--- src/rtl/pe_net_iface_pkg.sv ---
// -----------------------------------------------------------------------------
// pe_net_iface_pkg
// Shared definitions for the PE-side network interface: statistics counter
// width/type and a saturating increment helper used by the stats block.
// -----------------------------------------------------------------------------
package pe_net_iface_pkg;

  localparam int unsigned StatsWidth = 16;

  typedef logic [StatsWidth-1:0] stat_t;

  // Increment by one when en is set, sticking at all-ones instead of wrapping.
  function automatic stat_t stat_inc(input stat_t value, input logic en);
    if (en && (value != '1)) return value + stat_t'(1);
    return value;
  endfunction

endpackage

--- src/rtl/pe_net_iface_if.sv ---
// -----------------------------------------------------------------------------
// pe_net_iface_if
// Bundles the PE-side and NoC-side valid/ready channels of one PE network
// interface. Member names are given from the network interface's point of
// view (i_ = into the interface block, o_ = out of it).
//   PE TX  : i_pe_tx_data, i_pe_tx_dest, i_pe_tx_valid, o_pe_tx_ready
//   PE RX  : o_pe_rx_data, o_pe_rx_valid, i_pe_rx_ready
//   NoC TX : o_noc_data {dest,data}, o_noc_data_valid, i_noc_data_ready
//   NoC RX : i_noc_data {dest,data}, i_noc_data_valid, o_noc_data_ready
// Modports: slave  - the network interface block itself
//           master - the environment (PE + NoC side)
// -----------------------------------------------------------------------------
interface pe_net_iface_if #(
  parameter int DataWidth = 32,
  parameter int AddrWidth = 3
);

  logic [DataWidth-1:0]           i_pe_tx_data;
  logic [AddrWidth-1:0]           i_pe_tx_dest;
  logic                           i_pe_tx_valid;
  logic                           o_pe_tx_ready;

  logic [DataWidth-1:0]           o_pe_rx_data;
  logic                           o_pe_rx_valid;
  logic                           i_pe_rx_ready;

  logic [DataWidth+AddrWidth-1:0] o_noc_data;
  logic                           o_noc_data_valid;
  logic                           i_noc_data_ready;

  logic [DataWidth+AddrWidth-1:0] i_noc_data;
  logic                           i_noc_data_valid;
  logic                           o_noc_data_ready;

  modport slave (
    input  i_pe_tx_data, i_pe_tx_dest, i_pe_tx_valid, i_pe_rx_ready,
    input  i_noc_data_ready, i_noc_data, i_noc_data_valid,
    output o_pe_tx_ready, o_pe_rx_data, o_pe_rx_valid,
    output o_noc_data, o_noc_data_valid, o_noc_data_ready
  );

  modport master (
    output i_pe_tx_data, i_pe_tx_dest, i_pe_tx_valid, i_pe_rx_ready,
    output i_noc_data_ready, i_noc_data, i_noc_data_valid,
    input  o_pe_tx_ready, o_pe_rx_data, o_pe_rx_valid,
    input  o_noc_data, o_noc_data_valid, o_noc_data_ready
  );

endinterface

--- src/rtl/net_sync_fifo.sv ---
// -----------------------------------------------------------------------------
// net_sync_fifo
// First-word-fall-through synchronous FIFO. The head entry is visible on
// o_rd_data whenever o_empty is low; i_rd_en pops it on the rising edge.
// Pointers carry one extra wrap bit so full and empty are distinguishable.
// full/empty come straight from registered pointers: a pop in the same cycle
// as a full condition does not admit a push until the next cycle.
// Ports:
//   i_sclk, i_reset       clock, synchronous active-high reset
//   i_wr_en, i_wr_data    push request/data (ignored while full)
//   i_rd_en               pop request (ignored while empty)
//   o_rd_data             head entry
//   o_full, o_empty       status
// Depth must be a power of two, >= 2.
// -----------------------------------------------------------------------------
module net_sync_fifo #(
  parameter int Width = 8,
  parameter int Depth = 4
) (
  input  logic             i_sclk,
  input  logic             i_reset,
  input  logic             i_wr_en,
  input  logic [Width-1:0] i_wr_data,
  input  logic             i_rd_en,
  output logic [Width-1:0] o_rd_data,
  output logic             o_full,
  output logic             o_empty
);

  localparam int AddrW = $clog2(Depth);
  localparam int PtrW  = AddrW + 1;

  logic [Width-1:0] r_mem [Depth];
  logic [PtrW-1:0]  r_wr_ptr;
  logic [PtrW-1:0]  r_rd_ptr;
  logic             w_wr;
  logic             w_rd;

  assign o_empty = (r_wr_ptr == r_rd_ptr);
  assign o_full  = (r_wr_ptr[AddrW] != r_rd_ptr[AddrW]) &&
                   (r_wr_ptr[AddrW-1:0] == r_rd_ptr[AddrW-1:0]);

  assign w_wr = i_wr_en && !o_full;
  assign w_rd = i_rd_en && !o_empty;

  // NOTE: sequential state uses non-blocking assignments so every flop samples
  // the pre-edge values regardless of statement order.
  always_ff @(posedge i_sclk) begin
    if (i_reset) begin
      r_wr_ptr <= '0;
      r_rd_ptr <= '0;
    end else begin
      if (w_wr) r_wr_ptr <= r_wr_ptr + PtrW'(1);
      if (w_rd) r_rd_ptr <= r_rd_ptr + PtrW'(1);
    end
  end

  // NOTE: storage is deliberately not reset; emptiness is defined by the
  // pointers alone, so stale contents are never observable.
  always_ff @(posedge i_sclk) begin
    if (w_wr) r_mem[r_wr_ptr[AddrW-1:0]] <= i_wr_data;
  end

  assign o_rd_data = r_mem[r_rd_ptr[AddrW-1:0]];

endmodule

--- src/rtl/pe_net_iface.sv ---
// -----------------------------------------------------------------------------
// pe_net_iface
// PE-side network interface for the 8-PE binary-tree NoC (one per PE port).
// PE payloads are packed into flits {dest, data} (dest in the MSBs) and queued
// in a TX FIFO towards the NoC. Sends addressed to this PE loop back straight
// into the RX FIFO. Flits from the NoC carrying a foreign destination are
// accepted, discarded and flagged on the sticky o_misroute output.
// Ports:
//   i_sclk, i_reset   clock, synchronous active-high reset
//   bus (slave)       PE TX/RX and NoC TX/RX valid/ready channels
//   o_misroute        sticky foreign-destination flag, cleared by reset
//   o_tx_count        NoC TX handshakes    (saturating, 16 bit)
//   o_rx_count        words delivered to PE (saturating, 16 bit)
//   o_drop_count      misrouted flits      (saturating, 16 bit)
// Build option: define PE_NET_IFACE_STATS_EN to implement the three counters;
// without it they are tied to zero and no counter flops exist.
// -----------------------------------------------------------------------------
module pe_net_iface
  import pe_net_iface_pkg::*;
#(
  parameter int DataWidth = 32,
  parameter int AddrWidth = 3,
  parameter int MyAddr    = 0,
  parameter int TxDepth   = 4,
  parameter int RxDepth   = 4
) (
  input  logic          i_sclk,
  input  logic          i_reset,
  pe_net_iface_if.slave bus,
  output logic          o_misroute,
  output stat_t         o_tx_count,
  output stat_t         o_rx_count,
  output stat_t         o_drop_count
);

  localparam int FlitWidth = DataWidth + AddrWidth;
  localparam logic [AddrWidth-1:0] MyAddrL = AddrWidth'(MyAddr);

  logic                 w_tx_full;
  logic                 w_tx_empty;
  logic                 w_rx_full;
  logic                 w_rx_empty;
  logic                 w_loop_req;
  logic                 w_noc_dest_ok;
  logic                 w_noc_hs;
  logic                 w_noc_wr;
  logic                 w_misroute_hs;
  logic                 w_loop_grant;
  logic                 w_pe_hs;
  logic                 w_tx_wr;
  logic                 w_rx_wr;
  logic [DataWidth-1:0] w_rx_wr_data;
  logic                 r_misroute;

  // ---- NoC receive side -----------------------------------------------------
  assign w_noc_dest_ok = (bus.i_noc_data[FlitWidth-1 -: AddrWidth] == MyAddrL);
  assign bus.o_noc_data_ready = !w_rx_full;
  assign w_noc_hs      = bus.i_noc_data_valid && !w_rx_full;
  assign w_noc_wr      = w_noc_hs && w_noc_dest_ok;
  assign w_misroute_hs = w_noc_hs && !w_noc_dest_ok;

  // ---- PE transmit side / loopback arbitration ------------------------------
  // The RX FIFO has a single write port; a good NoC flit owns it, a loopback
  // beat only gets it when no NoC write happens (a dropped flit does not count).
  assign w_loop_req   = (bus.i_pe_tx_dest == MyAddrL);
  assign w_loop_grant = !w_rx_full && !w_noc_wr;
  assign bus.o_pe_tx_ready = !w_tx_full && (!w_loop_req || w_loop_grant);
  assign w_pe_hs      = bus.i_pe_tx_valid && bus.o_pe_tx_ready;
  assign w_tx_wr      = w_pe_hs && !w_loop_req;

  assign w_rx_wr      = w_noc_wr || (w_pe_hs && w_loop_req);
  assign w_rx_wr_data = w_noc_wr ? bus.i_noc_data[DataWidth-1:0] : bus.i_pe_tx_data;

  net_sync_fifo #(.Width(FlitWidth), .Depth(TxDepth)) u_tx_fifo (
    .i_sclk    (i_sclk),
    .i_reset   (i_reset),
    .i_wr_en   (w_tx_wr),
    .i_wr_data ({bus.i_pe_tx_dest, bus.i_pe_tx_data}),
    .i_rd_en   (bus.i_noc_data_ready),
    .o_rd_data (bus.o_noc_data),
    .o_full    (w_tx_full),
    .o_empty   (w_tx_empty)
  );

  assign bus.o_noc_data_valid = !w_tx_empty;

  net_sync_fifo #(.Width(DataWidth), .Depth(RxDepth)) u_rx_fifo (
    .i_sclk    (i_sclk),
    .i_reset   (i_reset),
    .i_wr_en   (w_rx_wr),
    .i_wr_data (w_rx_wr_data),
    .i_rd_en   (bus.i_pe_rx_ready),
    .o_rd_data (bus.o_pe_rx_data),
    .o_full    (w_rx_full),
    .o_empty   (w_rx_empty)
  );

  assign bus.o_pe_rx_valid = !w_rx_empty;

  // ---- Sticky misroute flag -------------------------------------------------
  always_ff @(posedge i_sclk) begin
    if (i_reset) r_misroute <= 1'b0;
    else if (w_misroute_hs) r_misroute <= 1'b1;
  end

  assign o_misroute = r_misroute;

  // ---- Statistics -----------------------------------------------------------
`ifdef PE_NET_IFACE_STATS_EN
  logic  w_noc_tx_hs;
  logic  w_pe_rx_hs;
  stat_t r_tx_count;
  stat_t r_rx_count;
  stat_t r_drop_count;

  assign w_noc_tx_hs = !w_tx_empty && bus.i_noc_data_ready;
  assign w_pe_rx_hs  = !w_rx_empty && bus.i_pe_rx_ready;

  always_ff @(posedge i_sclk) begin
    if (i_reset) begin
      r_tx_count   <= '0;
      r_rx_count   <= '0;
      r_drop_count <= '0;
    end else begin
      r_tx_count   <= stat_inc(r_tx_count, w_noc_tx_hs);
      r_rx_count   <= stat_inc(r_rx_count, w_pe_rx_hs);
      r_drop_count <= stat_inc(r_drop_count, w_misroute_hs);
    end
  end

  assign o_tx_count   = r_tx_count;
  assign o_rx_count   = r_rx_count;
  assign o_drop_count = r_drop_count;
`else
  assign o_tx_count   = '0;
  assign o_rx_count   = '0;
  assign o_drop_count = '0;
`endif

endmodule
--- src/flat_wrapper.sv ---
// flat-port wrapper written by rule: the top's interface ports become plain ports
module pe_net_iface_flat import pe_net_iface_pkg::*;
#(
  parameter int DataWidth = 32,
  parameter int AddrWidth = 3,
  parameter int MyAddr    = 0,
  parameter int TxDepth   = 4,
  parameter int RxDepth   = 4
)
  (i_sclk, i_reset, o_misroute, o_tx_count, o_rx_count, o_drop_count, bus_i_pe_tx_data, bus_i_pe_tx_dest, bus_i_pe_tx_valid, bus_i_pe_rx_ready, bus_i_noc_data_ready, bus_i_noc_data, bus_i_noc_data_valid, bus_o_pe_tx_ready, bus_o_pe_rx_data, bus_o_pe_rx_valid, bus_o_noc_data, bus_o_noc_data_valid, bus_o_noc_data_ready);
  pe_net_iface_if #(.DataWidth(DataWidth), .AddrWidth(AddrWidth)) bus_i ();
  input  logic i_sclk;
  input  logic i_reset;
  output logic o_misroute;
  output stat_t o_tx_count;
  output stat_t o_rx_count;
  output stat_t o_drop_count;
  input wire logic [$bits(bus_i.i_pe_tx_data)-1:0] bus_i_pe_tx_data;
  input wire logic [$bits(bus_i.i_pe_tx_dest)-1:0] bus_i_pe_tx_dest;
  input wire logic [$bits(bus_i.i_pe_tx_valid)-1:0] bus_i_pe_tx_valid;
  input wire logic [$bits(bus_i.i_pe_rx_ready)-1:0] bus_i_pe_rx_ready;
  input wire logic [$bits(bus_i.i_noc_data_ready)-1:0] bus_i_noc_data_ready;
  input wire logic [$bits(bus_i.i_noc_data)-1:0] bus_i_noc_data;
  input wire logic [$bits(bus_i.i_noc_data_valid)-1:0] bus_i_noc_data_valid;
  output wire logic [$bits(bus_i.o_pe_tx_ready)-1:0] bus_o_pe_tx_ready;
  output wire logic [$bits(bus_i.o_pe_rx_data)-1:0] bus_o_pe_rx_data;
  output wire logic [$bits(bus_i.o_pe_rx_valid)-1:0] bus_o_pe_rx_valid;
  output wire logic [$bits(bus_i.o_noc_data)-1:0] bus_o_noc_data;
  output wire logic [$bits(bus_i.o_noc_data_valid)-1:0] bus_o_noc_data_valid;
  output wire logic [$bits(bus_i.o_noc_data_ready)-1:0] bus_o_noc_data_ready;
  assign bus_i.i_pe_tx_data = bus_i_pe_tx_data;
  assign bus_i.i_pe_tx_dest = bus_i_pe_tx_dest;
  assign bus_i.i_pe_tx_valid = bus_i_pe_tx_valid;
  assign bus_i.i_pe_rx_ready = bus_i_pe_rx_ready;
  assign bus_i.i_noc_data_ready = bus_i_noc_data_ready;
  assign bus_i.i_noc_data = bus_i_noc_data;
  assign bus_i.i_noc_data_valid = bus_i_noc_data_valid;
  assign bus_o_pe_tx_ready = bus_i.o_pe_tx_ready;
  assign bus_o_pe_rx_data = bus_i.o_pe_rx_data;
  assign bus_o_pe_rx_valid = bus_i.o_pe_rx_valid;
  assign bus_o_noc_data = bus_i.o_noc_data;
  assign bus_o_noc_data_valid = bus_i.o_noc_data_valid;
  assign bus_o_noc_data_ready = bus_i.o_noc_data_ready;
  pe_net_iface #(.DataWidth(DataWidth), .AddrWidth(AddrWidth), .MyAddr(MyAddr), .TxDepth(TxDepth), .RxDepth(RxDepth)) u_core (.i_sclk(i_sclk), .i_reset(i_reset), .bus(bus_i), .o_misroute(o_misroute), .o_tx_count(o_tx_count), .o_rx_count(o_rx_count), .o_drop_count(o_drop_count));
endmodule
--- config.mk ---
export PLATFORM = sky130hd
export DESIGN_NAME = pe_net_iface_flat
export DESIGN_NICKNAME = d
export VERILOG_FILES = /design/src/rtl/pe_net_iface_pkg.sv /design/src/rtl/pe_net_iface_if.sv /design/src/rtl/net_sync_fifo.sv /design/src/rtl/pe_net_iface.sv /design/src/flat_wrapper.sv
export SDC_FILE = /design/constraint.sdc
export NUM_CORES = 1
export LEC_CHECK = 0
export ABC_AREA = 1
export CORE_ASPECT_RATIO = 0.9
export CORE_MARGIN = 1
export CORE_UTILIZATION = 48
export CTS_CLUSTER_DIAMETER = 60
export DETAILED_ROUTE_END_ITERATION = 8
export HOLD_SLACK_MARGIN = 0.02
export PLACE_DENSITY = 0.73
export SYNTH_ARGS = -nofsm -noshare
export SYNTH_HDL_FRONTEND = slang
export SYNTH_SLANG_ARGS = --single-unit
--- constraint.sdc ---
create_clock -name i_sclk -period 2.9 [get_ports i_sclk]
set_input_delay 0.58 -clock i_sclk [delete_from_list [all_inputs] [get_ports i_sclk]]
set_output_delay 0.58 -clock i_sclk [all_outputs]
set_load 0.1 [all_outputs]
* Word level (Yosys, flattened, before mapping)
Memories as Yosys holds them, arrays and structs flattened. A register that Yosys moved wholly into a read port is not among the register bits.
Index checks and enable logic that the tools add are counted.
Widths: inputs -> output; s select.
** Storage, ports and cells
- Register bits after elaboration :: 13
- Bits in latches :: 0
- Memory bits (writable) :: 268
- Memory bits (read-only) :: 0
- Input port bits :: 76
- Output and inout port bits :: 120
- Logic and storage cells :: 51
- Memories kept :: 2
** Cells by class
- Add/sub/neg operators :: 4
- $mul :: 0
- Divide/modulo/power cells :: 0
- Order comparisons :: 0
- Eq/ne operators :: 6
- Shift operators :: 0
- Mux-type cells :: 9
- Bitwise operators :: 0
- Reductions and logical operators :: 25
** Memories
- u_core.u_tx_fifo.r_mem :: depth 4, bits a word 35, read ports 1, clocked after memory_dff 1, write ports 1, line net_sync_fifo.sv:33 : logic [Width-1:0] r_mem [Depth];
- u_core.u_rx_fifo.r_mem :: depth 4, bits a word 32, read ports 1, clocked after memory_dff 1, write ports 1, line net_sync_fifo.sv:33
** Operators by type and width (count)
- $mux 32 :: 1
- $logic_and 1x1->1 :: 14
- $add 3x1->3 const B :: 4
- $mux 2 :: 4
- $logic_not 1->1 :: 7
- $eq 3x3->1 :: 2
- $logic_not 3->1 :: 2
- $eq 2x2->1 :: 2
- $mux 1 :: 4
- $logic_or 1x1->1 :: 2
- $ne 1x1->1 :: 2

* Longest topological paths before layout
Gate-level depths: netlist (run 1).
- Depth in word-level cells :: 15
- Mapped depth :: 11
- Gate-level depth less buffers :: 11

* By module
A second synthesis (run 1) with hierarchy kept.
** Second synthesis, totals
- Cells, all modules :: 970
- Area, all modules :: 11820.1 µm²
** By module, submodules not included
- net_sync_fifo (u_core.u_tx_fifo) :: instances 1, cells each 412, area an instance 5672.9 µm², seq. area each 4364.2 µm²
- net_sync_fifo (u_core.u_rx_fifo) :: instances 1, cells each 385, area an instance 5230.0 µm², seq. area each 4003.8 µm²
- pe_net_iface :: instances 1, cells each 173, area an instance 917.1 µm², seq. area each 20.0 µm²

* Least setup slack after synthesis (run 1)
No wires, ideal clock.
- Path type :: register -> output
- From :: reg u_core.u_rx_fifo.r_wr_ptr[1]
- To :: out bus_o_pe_tx_ready
- Arrival :: 3.450 ns
- Required time :: 2.320 ns
- Slack :: -1.130 ns
- Stages on the path, launching flop included :: 7
- Path buffers :: 0
- Cell sequence :: dfxtp_1 > inv_1 > nand2_1 > nand2_1 > nand3_2 > o21ai_0 > a21boi_0
** On the way
- Longest elaborated chain between the ends :: 9
** Ends and longest elaborated chain
- from (decl) :: line net_sync_fifo.sv:34 : logic [PtrW-1:0] r_wr_ptr;
- from (signal assigned) :: line net_sync_fifo.sv:53 : if (w_wr) r_wr_ptr <= r_wr_ptr + PtrW'(1);
- $eq 2x2->1 (*) :: line net_sync_fifo.sv:41 : (r_wr_ptr[AddrW-1:0] == r_rd_ptr[AddrW-1:0]);
- $logic_and 1x1->1 (*) :: line net_sync_fifo.sv:40 : assign o_full = (r_wr_ptr[AddrW] != r_rd_ptr[AddrW]) &&
- $logic_not 1->1 (*)
- named net bus_o_noc_data_ready :: line flat_wrapper.sv:30 : output wire logic [$bits(bus_i.o_noc_data_ready)-1:0] bus_o_noc_data_ready;
- $logic_and 1x1->1 :: line pe_net_iface.sv:58 : assign w_noc_hs = bus.i_noc_data_valid && !w_rx_full;
- $logic_and 1x1->1 :: line pe_net_iface.sv:59 : assign w_noc_wr = w_noc_hs && w_noc_dest_ok;
- $logic_not 1->1 :: line pe_net_iface.sv:66 : assign w_loop_grant = !w_rx_full && !w_noc_wr;
- $logic_and 1x1->1 (*) :: line pe_net_iface.sv:66
- $logic_or 1x1->1 (*) :: line pe_net_iface.sv:67 : assign bus.o_pe_tx_ready = !w_tx_full && (!w_loop_req || w_loop_grant);
- $logic_and 1x1->1 (*) :: line pe_net_iface.sv:67
- to (decl) :: line flat_wrapper.sv:25 : output wire logic [$bits(bus_i.o_pe_tx_ready)-1:0] bus_o_pe_tx_ready;
Mark *: on every way through the listed nets, which the timed path passes. The rest lies on a longest branch.

==> results of run 1 <==
synthesized netlist by cell type (3+ instances only):
cell type / count
a21oi_1: 12
edfxtp_1: 268
nand2_1: 21
mux2_4: 28
o21ai_0: 142
xor2_1: 3
mux2_2: 4
dfxtp_1: 17
clkbuf_1: 37
nor2_1: 149
inv_1: 28
ha_1: 10
nand3_1: 4
buf_6: 3
buf_4: 48
o22ai_1: 67
registers in the layout, summed over array words and instances (netlist names), named ones only:
signal / cells
u_core.u_rx_fifo.r_rd_ptr: 3
u_core.u_rx_fifo.r_mem: 128
u_core.o_misroute: 1
u_core.u_rx_fifo.r_wr_ptr: 3
u_core.u_tx_fifo.r_wr_ptr: 3
u_core.u_tx_fifo.r_rd_ptr: 3
u_core.u_tx_fifo.r_mem: 140
how the worst max path moves through the flow:
| stage | from | to | slack (ps) | depth (start not counted) |
|---|---|---|---|---|
| after global placement | bus_i_pe_tx_dest[1] | u_core.u_tx_fifo.r_mem[3][14] | 280 | 6 |
| final | flip-flop | bus_o_noc_data[2] | 200 | 5 |
| after detailed placement | bus_i_pe_tx_dest[1] | u_core.u_tx_fifo.r_mem[3][14] | 220 | 6 |
| after floorplan | u_core.u_rx_fifo.r_wr_ptr[1] | u_core.u_rx_fifo.r_mem[0][0] | -510 | 10 |
| after global routing | flip-flop | bus_o_noc_data[17] | 70 | 5 |
| after CTS | flip-flop | bus_o_noc_data[2] | 6 | 5 |
cells by family after synthesis:
logic type                 synth area share, %
AOI/OAI and AO/OA                         10.4
xor gates and xnor gates                 0.302
adders and majority gates                 1.08
buffers and inverters                     5.73
DFF                                       72.2
muxes                                     4.01
other                                   0.0323
and+or+nand+nor                           6.26
where the power goes:
group	internal (mW)	switching [mW]
clock	2.49	1.47
sequential	4.67	0.0617
combinational	1.61	3.59
total	8.76	5.13
worst max-delay path, delay by kind of cell, from the launching register on:
kind	cells	cell delay, ps
AOI/OAI and AO/OA	2	420
buffers and inverters	3	790
DFF	1	370
final cells by class:
cell class	instances	area, um2
inverters	32	125
clock buffers	36	762
multi-input cells	499	3180
fillers	1559	7920
diodes	1	2.50
repair buffers	174	2500
clock inverters	16	273
well taps	302	378
flip-flops and latches	285	8390
per-layer routing:
metal  part of all wire (%)  up-vias
li1                       -     3378
met1                     43     3515
met2                     47      320
met3                    7.0       39
met4                    2.5        0
met5                      0        -
through the flow:
step	hold slack, ps	worst slack, ps	cell area (um2)	cells	utilization [%]
after CTS	461	5.52	15600	1344	66.3
after global routing	494	66.4	15600	1344	66.3
after detailed placement	452	216	14600	1292	61.9
after global placement	436	276	14600	1292	61.9
after floorplan	439	-509	12200	907	-
final	459	204	15600	1345	66.3
==> summary.txt, run 1 <==
Final layout
  – Most frequent cells in the layout: edfxtp_1, o21ai_0, nor2_1
  – Area growth from synthesis to layout: 34.5%
  – Layout cell share with drive strength beyond 1: 24.6%
  – Leading cell type in the layout, fill and taps excluded: edfxtp_1
  – Nets@finish: 1106

Synth
  – Most area-hungry cell type in the Yosys netlist: edfxtp_1
  – Synthesized area divided by synthesized cell count: between 10 and 15 um2
  – Yosys warns: 0
  – Synthesized area: around 12000 um2
  – Register area share after synthesis: ~72%
  – Post-synth EDFFs: 268
  – Number of cells produced by synthesis: 860
  – Synthesized flop and latch total: around 290
  – FFs w/ async S/R, synth: 0%
  – Top area cells in the synthesized netlist: edfxtp_1, o21ai_0, nor2_1, mux2_4, o22ai_1
  – Count of distinct cell types in the synthesized netlist: 30
  – Area share of the largest cell type after synthesis: between 60% and 70%
  – Primary flip-flop cell chosen by synthesis mapping: edfxtp_1

Timing
  – Endpoints failing hold: 0
  – Time the final worst path needs with I/O delays and setup: 2700 ps
  – Post-route clock period utilization: 93.0%
  – Slew HR: 60.1%
  – Setup TNS: 0 ps
  – Max Clock Freq: 371 MHz
  – Pins over their slew limit: 0
  – Worst clock skew on the final layout: 7.85 ps
  – Setup repair after global routing missed its margin: no
  – Actual slew at the worst max-slew pin: 598 ps
  – Final Setup Violations: 0

Floorplanning
  – Count of pins on the block boundary: 196
  – Std cell rows: 53
  – Core Region: 23500 um2
  – Horiz. Die Dim: roughly 170 um
  – Die Span Y: about 150 um
  – Total Die Area: 24800 um2
  – Starting density of the core: 49.3%

Clock network
  – Root buf cell: clkbuf_16
  – # hold bufs at CTS: 0
  – TritonCTS clock tree: yes
  – CTS sink count: 285
  – Clock-pin slew reported for the worst setup and hold paths after clock tree synthesis: 60 ps
  – Largest buffer count on any clock path: 3
  – Buffers inserted during post-CTS setup optimization: 0
  – Number of H-tree levels: 1
  – Post-CTS sizing: 1
  – Later-pin clock latency in the skew report: roughly 530 ps
  – Number of buffers added by the clock tree synthesis step: 28

Global routing
  – Initial antenna violation count: 1
  – Global-route track usage on met3: 3.57%
  – Global-route track usage on met1: 28.7%
  – Number of global-route vias before repair: 6928
  – Global Route met2 Usage: 34.7%
  – Global-route wire length before repair: 39600 um
  – Total congestion overflow after global routing: 0
  – Busiest layer in global routing: met2
  – Largest net degree at the start of global routing: between 70 and 80
  – Overall fraction of global-route tracks in use: 21.0%

Setup path
  – Capturing point of the worst reg2reg path: u_core.u_rx_fifo.r_mem[3][23]
  – Critical path start-end classification: flip-flop to output port
  – R2r startpoint: u_core.u_rx_fifo.r_wr_ptr[1]
  – Data arrival time of the worst path: 2120 ps
  – Element type at the critical path start: flip-flop
  – Cell with the largest stage delay on the worst path: dfxtp_2
  – Cell Chain, Critical Path: clkinvlp_4 -> buf_4 -> o21ai_0 -> o22ai_2 -> buf_12
  – Endpoint class of the critical path: output port
  – Worst r2r path cells: 11
  – Maximum fanout along the worst path: 18
  – Data required time of the critical path: 2320 ps
  – Crit path largest cell delay: 370 ps
  – Register-to-Register Setup Slack: 770 ps

Run status
  – Failing checks: design-rule violations
  – Run status: finished, violations left

Routing
  – First-pass iteration count of the detailed router: 7
  – DR vias/cell: 5.39
  – Number of remaining DRC errors: 44
  – ANT nets after route: 0
  – Drt initial violations: 771
  – Post-detailed-routing wire length: between 20000 and 30000 um
  – Detailed-route via count: 7252
  – Routed wire per std cell: 19.6 um

Min path
  – Origin of the worst min-delay path: u_core.o_misroute
  – Hold path endpoint: u_core.o_misroute
  – Number of cells traversed by the worst hold path: 2
  – Worst min path class: flip-flop to flip-flop

Pwr
  – Overall power of the completed layout: 13.9 mW
  – Power per cell area: 889 nW/um2
  – Leakage component of the power: roughly 5.7 nW
  – Largest vdd supply drop: 638 uV

Flow run
  – Number of maximum-capacitance constraint violations: 0

Placed design
  – Input/output buffers: 147
  – GPL Wtd Cong: around 0.85
  – Final HPWL DP: 17100 um
(Power assumes the default switching activity.)
==> run 2: changes to the inputs <==
Settings changed: GPL_ROUTABILITY_DRIVEN set to 0.
==> results of run 2 <==
No change in the layout: final DEF, timing and power equal those of run 1.
==> run 3: changes to the inputs <==
Settings changed: CORE_UTILIZATION 48 to 50, CTS_BUF_LIST set to sky130_fd_sc_hd__clkbuf_8, PLACE_DENSITY 0.73 to 0.76, SKIP_LAST_GASP set to 1.
==> run 3 against run 2 <==
Compared with the run above: the flow now finishes without violations; register-to-register slack got worse by 40 ps; sequential share of layout area rose by 0.98 points; design area fell by 1.8%; clock power fell by 24%; combinational power about the same; sequential cell count unchanged; critical endpoint is now bus_o_noc_data[10]; largest power group unchanged; highest routed layer unchanged.
==> summary.txt, run 3 (synthesis results as in run 1) <==
Run status
  – Run status: completed

Global routing
  – Global-route wire length before repair: 40200 um
  – Initial antenna violation count: 1
  – Total congestion overflow after global routing: 0
  – Number of global-route vias before repair: between 7k and 8k
  – Overall fraction of global-route tracks in use: between 20 and 25%
  – Largest net degree at the start of global routing: 71

Floorplanning
  – Std cell rows: 52
  – Count of pins on the block boundary: 196
  – Die Span Y: 147 um
  – Starting density of the core: roughly half
  – Core Region: about 23000 um2
  – Total Die Area: 23800 um2
  – Horiz. Die Dim: 163 um

Setup path
  – Register-to-Register Setup Slack: roughly 730 ps
  – Data arrival time of the worst path: approximately 2100 ps
  – Capturing point of the worst reg2reg path: u_core.u_rx_fifo.r_mem[3][1]
  – R2r startpoint: u_core.u_rx_fifo.r_wr_ptr[1]
  – Worst r2r path cells: 11
  – Endpoint of the worst setup timing path: bus_o_noc_data[10]
  – Maximum fanout along the worst path: 35
  – Endpoint class of the critical path: output port
  – Element type at the critical path start: flip-flop
  – Critical path start-end classification: flip-flop to output port
  – Data required time of the critical path: 2320 ps

Final layout
  – Nets@finish: 1119
  – Leading cell type in the layout, fill and taps excluded: edfxtp_1
  – Most frequent cells in the layout: edfxtp_1, o21ai_0, nor2_1
  – Area growth from synthesis to layout: 32.1%
  – Non-filler instance count after layout: 1366
  – Fill count: between 1.5k and 2k
  – Layout cell share with drive strength beyond 1: about 24%
  – Largest register FFs: 140
  – Post-layout util: between 60 and 70%

Routing
  – First-pass iteration count of the detailed router: 5
  – Routed metal-1 wirelength: 11100 um
  – Number of remaining DRC errors: 0
  – Detailed-route via count: 7375
  – DR vias/cell: roughly 5.4
  – Wire length on met3: 2130 um
  – ANT nets after route: 0
  – Drt initial violations: 702
  – Top Layer Used: met4
  – Routed wire per std cell: 19.5 um
  – Met2 layer wire length in the routed design: 12800 um
  – Post-detailed-routing wire length: 26700 um

Clock network
  – Number of buffers added by the clock tree synthesis step: 45
  – Largest buffer count on any clock path: 3
  – TritonCTS clock tree: yes
  – CTS sink count: 285
  – Root buf cell: clkbuf_8
  – Clock-pin slew reported for the worst setup and hold paths after clock tree synthesis: approximately 60 ps
  – Number of H-tree levels: 2
  – Later-pin clock latency in the skew report: 540 ps
  – Buffers inserted during post-CTS setup optimization: 0
  – # hold bufs at CTS: 0

Placed design
  – Final HPWL DP: 16700 um
  – Count of placed standard cells including taps: 1283
  – Input/output buffers: 147

Timing
  – Pins over their slew limit: 0
  – Endpoints failing hold: 0
  – Setup TNS: 0 ps
  – Final Setup Violations: 0
  – Post-route clock period utilization: a little over nine tenths
  – Worst clock skew on the final layout: 15.9 ps
  – Max Clock Freq: 367 MHz
  – Time the final worst path needs with I/O delays and setup: 2720 ps
  – Setup repair after global routing missed its margin: no

Flow run
  – Number of maximum-capacitance constraint violations: 0

Min path
  – Worst min path class: flip-flop to flip-flop
  – Origin of the worst min-delay path: u_core.o_misroute

Pwr
  – Largest vdd supply drop: between 500 and 600 uV
  – Power per cell area: 842 nW/um2
  – Leakage component of the power: 5.60 nW
run 3: changes by cell type in the layout (fill, tap and decap cells not counted), moves of 3 or more:
cell | previous run | this run
bufinv_16 | 7 | 0
clkbuf_8 | 1 | 48
clkbuf_16 | 29 | 0
buf_4 | 17 | 14
clkinv_1 | 2 | 17
inv_1 | 28 | 41
clkbuf_1 | 6 | 0
run 3: worst min path at each step:
stage | endpoint | cells after the start
2_1_floorplan | u_core.u_tx_fifo.r_wr_ptr[2] | 1
3_3_place_gp | u_core.o_misroute | 2
3_5_place_dp | u_core.o_misroute | 2
4_1_cts | u_core.o_misroute | 2
5_1_grt | u_core.o_misroute | 2
6_report | u_core.o_misroute | 2
run 3: report_power, final:
part,leakage [nW],total [mW],internal [mW],switching [mW]
sequential,2.58,4.73,4.67,0.0589
clock,0.455,3.00,1.52,1.47
combinational,2.57,5.19,1.60,3.60
run 3: layout make-up:
class	instances	area [um2]	area share, %
Timing Repair Buffer	170	2470	16.1
Sequential cell	285	8390	54.7
Antenna cell	1	2.50	0.0163
Clock buffer	48	661	4.31
Inverter	32	124	0.808
Tap cell	297	372	2.42
Multi-Input combinational cell	499	3180	20.8
Clock inverter	34	136	0.889
run 3: per-stage QoR:
step	worst slack, ps	cell area (um2)	power, mW	hold WS [ps]
final	177	15300	12.9	455
after global placement	328	14500	9.96	442
after detailed placement	213	14500	10.0	446
after global routing	24.1	15300	13.3	483
after floorplan	-509	12200	8.22	439
after CTS	74.4	15300	13.0	458
run 3: layer usage:
metal  global-route usage [%]  vias to the layer above
li1                         -                     3418
met1                     31.6                     3591
met2                     35.5                      331
met3                     4.32                       35
met4                     7.52                        0
met5                        0                        -
run 3: what timing repair did:
action                                 4_1_cts  5_1_grt
endpoints found under the hold margin        0        0
setup endpoints to repair                    0       11
resized for setup                            0        2
run 3: worst max-delay path, cell delays in order, from the launching register on:
cell and delay [ps]:
dfxtp_1 460, inv_1 100, buf_4 340, o21ai_0 230, o22ai_2 240, buf_12 210
